===== src/rtl/apb_pkg.sv =====
// apb_pkg: shared types and default widths for the APB completer
package apb_pkg;
  localparam int APB_ADDR_W = 32;
  localparam int APB_DATA_W = 32;
  typedef enum logic [1:0] {IDLE = 2'd0, WAIT = 2'd1, RESP = 2'd2, RSVD = 2'd3} apb_slv_state_t;
endpackage


===== src/rtl/apb_slave_regfile.sv =====
// apb_slave_regfile: word storage with one write port, combinational read, async clear
module apb_slave_regfile
  import apb_pkg::*;
#(
  parameter int DATA_WIDTH = APB_DATA_W,
  parameter int DEPTH = 16
) (
  input  logic                     pclk,
  input  logic                     preset,
  input  logic                     we,
  input  logic [$clog2(DEPTH)-1:0] widx,
  input  logic [DATA_WIDTH-1:0]    wdata,
  input  logic [$clog2(DEPTH)-1:0] ridx,
  output logic [DATA_WIDTH-1:0]    rdata
);
  logic [DATA_WIDTH-1:0] mem [DEPTH];
  // storage update; reset wipes every word
  always_ff @(posedge pclk or posedge preset)
    if (preset) mem <= '{default: '0};
    else if (we) mem[widx] <= wdata;
  assign rdata = mem[ridx];
endmodule


===== src/rtl/apb_slave_mem.sv =====
// apb_slave_mem: APB completer with fixed wait states backed by a word register file
module apb_slave_mem
  import apb_pkg::*;
#(
  parameter int ADDR_WIDTH = APB_ADDR_W,
  parameter int DATA_WIDTH = APB_DATA_W,
  parameter int DEPTH = 16,
  parameter int WAIT_CYCLES = 0
) (
  input  logic                  pclk,
  input  logic                  preset,
  input  logic                  pselx,
  input  logic                  penable,
  input  logic                  pwrite,
  input  logic [ADDR_WIDTH-1:0] paddr,
  input  logic [DATA_WIDTH-1:0] pwdata,
  output logic [DATA_WIDTH-1:0] prdata,
  output logic                  pready,
  output logic                  pslverr
);
  localparam int IW = $clog2(DEPTH);
  localparam int OFF = $clog2(DATA_WIDTH / 8);
  localparam logic [3:0] WC = 4'(WAIT_CYCLES);
  apb_slv_state_t state_q, state_d;
  logic [3:0] cnt_q, cnt_d;
  logic [IW-1:0] idx_q, idx_d;
  logic err_q, err_d, wr_q, wr_d;
  logic [DATA_WIDTH-1:0] wdata_q, wdata_d, rdata, prdata_d;
  logic pready_d, pslverr_d, setup, we;
  logic [ADDR_WIDTH-1:0] widx_full;
  assign widx_full = paddr >> OFF;
  assign setup = pselx && !penable;
  assign we = state_q == RESP && pselx && penable && wr_q && !err_q;
  apb_slave_regfile #(.DATA_WIDTH(DATA_WIDTH), .DEPTH(DEPTH)) u_rf (
    .pclk(pclk), .preset(preset), .we(we), .widx(idx_q), .wdata(wdata_q),
    .ridx(idx_d), .rdata(rdata)
  );
  // next state; the counter is loaded so the response cycle lands exactly WAIT_CYCLES after T1
  always_comb begin
    state_d = IDLE;
    cnt_d = cnt_q;
    idx_d = idx_q;
    err_d = err_q;
    wr_d = wr_q;
    wdata_d = wdata_q;
    case (state_q)
      IDLE: if (setup) begin
        state_d = WC == 4'd0 ? RESP : WAIT;
        cnt_d = WC;
        idx_d = widx_full[IW-1:0];
        err_d = (paddr & ADDR_WIDTH'(DATA_WIDTH / 8 - 1)) != '0 || widx_full >= ADDR_WIDTH'(DEPTH);
        wr_d = pwrite;
        wdata_d = pwdata;
      end
      WAIT: if (pselx) begin
        state_d = cnt_q <= 4'd1 ? RESP : WAIT;
        cnt_d = cnt_q - 4'd1;
      end
      default: state_d = IDLE;
    endcase
    pready_d = state_d == RESP;
    pslverr_d = pready_d && err_d;
    prdata_d = pready_d && !err_d && !wr_d ? rdata : '0;
  end
  // state, transfer latches and registered outputs
  always_ff @(posedge pclk or posedge preset)
    if (preset) begin
      state_q <= IDLE;
      cnt_q <= '0;
      idx_q <= '0;
      err_q <= 1'b0;
      wr_q <= 1'b0;
      wdata_q <= '0;
      prdata <= '0;
      pready <= 1'b0;
      pslverr <= 1'b0;
    end else begin
      state_q <= state_d;
      cnt_q <= cnt_d;
      idx_q <= idx_d;
      err_q <= err_d;
      wr_q <= wr_d;
      wdata_q <= wdata_d;
      prdata <= prdata_d;
      pready <= pready_d;
      pslverr <= pslverr_d;
    end
endmodule


===== config.mk =====
export PLATFORM = sky130hd
export DESIGN_NAME = apb_slave_mem
export DESIGN_NICKNAME = d
export VERILOG_FILES = /design/src/rtl/apb_pkg.sv /design/src/rtl/apb_slave_regfile.sv /design/src/rtl/apb_slave_mem.sv
export SDC_FILE = /design/constraint.sdc
export NUM_CORES = 1
export LEC_CHECK = 0
export ABC_AREA = 1
export CAP_MARGIN = 10
export CORE_ASPECT_RATIO = 0.6
export CORE_MARGIN = 2
export CORE_UTILIZATION = 45
export CTS_CLUSTER_DIAMETER = 40
export DETAILED_ROUTE_END_ITERATION = 8
export PLACE_DENSITY = 0.63
export SETUP_SLACK_MARGIN = 0.02
export SYNTH_ARGS = -nofsm -noshare
export SYNTH_HDL_FRONTEND = slang
export SYNTH_SLANG_ARGS = --single-unit
export TNS_END_PERCENT = 30

===== constraint.sdc =====
create_clock -name pclk -period 20.1 [get_ports pclk]
set_input_delay 2.01 -clock pclk [delete_from_list [all_inputs] [get_ports pclk]]
set_output_delay 2.01 -clock pclk [all_outputs]
set_load 0.02 [all_outputs]

==> flow_summary.toml <==
[worst_hold_path]
min-delay-start = "u_rf.mem[470]"
worstHoldPathType = "reg2reg"
whs_endpoint = "u_rf.mem[470]"
holdPathStages = 2

[sta]
period_share = 0.304
timing.final.hold_violations = 0
report.final.slew_viol_count = 0
rsz0062_at_grt = "false"
worst_pin_slew_ns = 1.21
fmax_ghz = 0.164
finalClockSkew_ns = 0.0206
finalSetupTns_ns = 0
min_period_ns = 6.11
slew_headroom = 0.192
whs_ns = 0.483
layout_setup_ws_ns = 13.99
setup_violations = 0

[cts]
tritoncts = "built"
ctsHoldBuffers = 0
h-tree-depth = 2
cts_buffers = 60
cts_root_buf = "clkbuf_16"
cts_sinks = 590
cts.clk_slew.worst_paths_ns = 0.06
clock_latency_ns = 0.62
clock_path_buffers = 3
ctsResizeCount = 0
cts_setup_buffers = 0

[synthesis]
syn_nets = 3253
syn_area_mm2 = 0.0264
synth-seq-area-share = 0.559
synthCells = 3182
synth_cell_type_count = 34
synth_warnings = 0
ys_ff_latch = 590
syn_area_per_cell_um2 = 8.31

[die]
core_area_mm2 = 0.0578
fp.dieW_um = 317
pin_count = 103
num_rows = 68
start_util = 0.458
die_h_um = 192
dieArea_mm2 = 0.0608

[detailed_routing]
finalWirelength_um = 75000
routedWlPerCell_um = 19.0
remaining_drc_errors = 0
ant_nets = 0
firstDrtPassIters = 6
avgViaCountPerCell = 5.57
vias = 22000
drtIter0Drc = 2520

[layout]
drive_gt1_frac = 0.0636
antennaDiodeCount = 0
nets = 3199
area_growth_pct = 11.8
stdcell_area_mm2 = 0.0295

[worst_setup_path]
r2r_start = "idx_q[0]"
crit_path_cell_trace = "clkdlybuf4s50_1, inv_2, nor2_4, nand2_2, nand2_2, buf_4, nand2_4, buf_4, buf_4, nand2_1, nand3_1, nand3_1, nand3_1, nand2_1, nor2_1"
worstPathRequired_ns = 20.65
path_buf_inv = 5
path_max_fanout = 89
ff2ff_path_depth = 11
cp_slowest_stage_delay_ns = 0.89
critical_path_arrival_ns = 6.66
r2r_end = "prdata[8]"
crit_slowest_cell = "buf_4"
cpLargestDelayFamily = "buffers and inverters"
critPathKind = "in2reg"
cp-end-kind = "register"
critical_path.startpoint = "pselx"
cp-start-kind = "primary input"
r2r_setup_slack_ns = 15.55

[run_status]
status = "complete, no violations"

[global_route]
overflow = 0
grt_pass1_wl_um = 120000
antenna_found_initial = 0
first_global_vias = 21000
grtUsageTotal = 0.251
grt_max_degree = 137

[placed_design]
dp_hpwl_um = 38100
gp_congestion = 0.786
dpl_cell_area_mm2 = 0.0274
pre_cts_ws_ns = 13.44
io_buffers = 102

[pwr]
leakage_uw = 0.0131
p_per_area_mw_per_mm2 = 93.2
peakVddDrop_mv = 0.0658

[flow_run]
drv_cap = 0
==> layout make-up <==
cell class,count,area [µm²]
clock buffer,80,1710
clock inverter,29,359
fill,5400,28200
inverter,66,255
multi-input combinational,2278,10200
sequential,590,14800
tap,770,963
timing repair buffer,132,1270
==> layer usage <==
metal / wire, µm / global-route usage / up-vias
met5: 0 / 0.00325 / -
met4: 1680 / 0.0673 / 0
met3: 6150 / 0.0439 / 118
met2: 32300 / 0.381 / 896
met1: 34800 / 0.371 / 10700
li1: - / - / 10300
==> placed cells by master (no fill, tap or decap), drive strengths merged <==
cell / count
clkbuf: 80
nor3: 2
nand3: 424
o21ai: 550
dfrtp: 590
inv: 73
nand2: 1154
or2: 3
bufinv: 6
clkinv: 15
nor4: 2
buf: 30
nand4: 8
o31ai: 1
ha: 2
o21a: 1
clkinvlp: 1
nor2: 128
a21oi: 2
clkdlybuf4s50: 102
xnor2: 1
==> worst max path at each step <==
stage / endpoint / slack, ns / depth (start not counted)
after CTS: prdata[8] / 14.08 / 15
after detailed placement: prdata[9] / 13.44 / 15
after global placement: prdata[9] / 13.58 / 15
after floorplan: cnt_q[0] / 1.58 / 1
after global routing: prdata[14] / 13.75 / 15
final: prdata[8] / 13.99 / 15
==> logic make-up (layout without fill, tap and decap cells) <==
kind of cell	count (synthesis)	count (layout)	synth area share
simple gates	1721	1721	0.274
flops	590	590	0.559
compound gates	554	554	0.109
buf+inv	314	307	0.0578
fa+ha+maj	2	2	0.000947
xor+xnor	1	1	0.000331
==> synth_stat cells <==
cell | number | share of area
or2_1 | 1 | 0.00024
buf_6 | 32 | 0.014
nand4_4 | 4 | 0.0032
or2_2 | 2 | 0.00047
nand4_1 | 2 | 0.00047
clkbuf_1 | 138 | 0.020
xnor2_1 | 1 | 0.00033
clkbuf_2 | 1 | 0.00019
nand4_2 | 2 | 0.00095
nand2_1 | 1141 | 0.16
nand2_2 | 11 | 0.0026
nor2_1 | 117 | 0.017
nor3_2 | 1 | 0.00038
nand2_4 | 2 | 0.00085
buf_2 | 61 | 0.012
o31ai_1 | 1 | 0.00028
ha_1 | 2 | 0.00095
dfrtp_1 | 590 | 0.56
inv_1 | 60 | 0.0085
buf_4 | 8 | 0.0023
inv_2 | 6 | 0.00085
nand3_1 | 420 | 0.080
o21ai_1 | 89 | 0.017
o21ai_0 | 436 | 0.083
nor2_4 | 3 | 0.0013
a21oi_1 | 2 | 0.00038
o21ai_2 | 25 | 0.0083
o21a_1 | 1 | 0.00028
buf_1 | 8 | 0.0011
nand3_2 | 2 | 0.00076
nor2_2 | 8 | 0.0019
nor4_1 | 2 | 0.00047
nand3_4 | 2 | 0.0013
nor3_4 | 1 | 0.00062
==> report_power, final <==
group          internal [µW]  switching [µW]
sequential              1210            13.0
combinational           86.8             271
clock                    678             493
total                   1980             777
==> state kept, by name, summed over array words and instances, names as in the netlist <==
signal / count
u_rf.mem: 512
prdata: 32
state_q: 2
wdata_q: 32
err_q: 1
pslverr: 1
cnt_q: 4
idx_q: 4
wr_q: 1
pready: 1
==> stage by stage <==
step | utilization | total power [µW] | instances
after floorplan | - | 1500 | 3182
after global placement | 0.475 | 1590 | 3835
after detailed placement | 0.475 | 1600 | 3835
after CTS | 0.511 | 2770 | 3944
after global routing | 0.511 | 2870 | 3945
final | 0.511 | 2750 | 3945
==> tightest hold or removal path, delay by kind of cell, from the launching register on <==
| kind | cells | cell delay [ns] |
|---|---|---|
| AOI/OAI and AO/OA | 1 | 0.06 |
| DFF | 1 | 0.34 |
| and+or+nand+nor | 1 | 0.05 |
(Power assumes the default switching activity.)
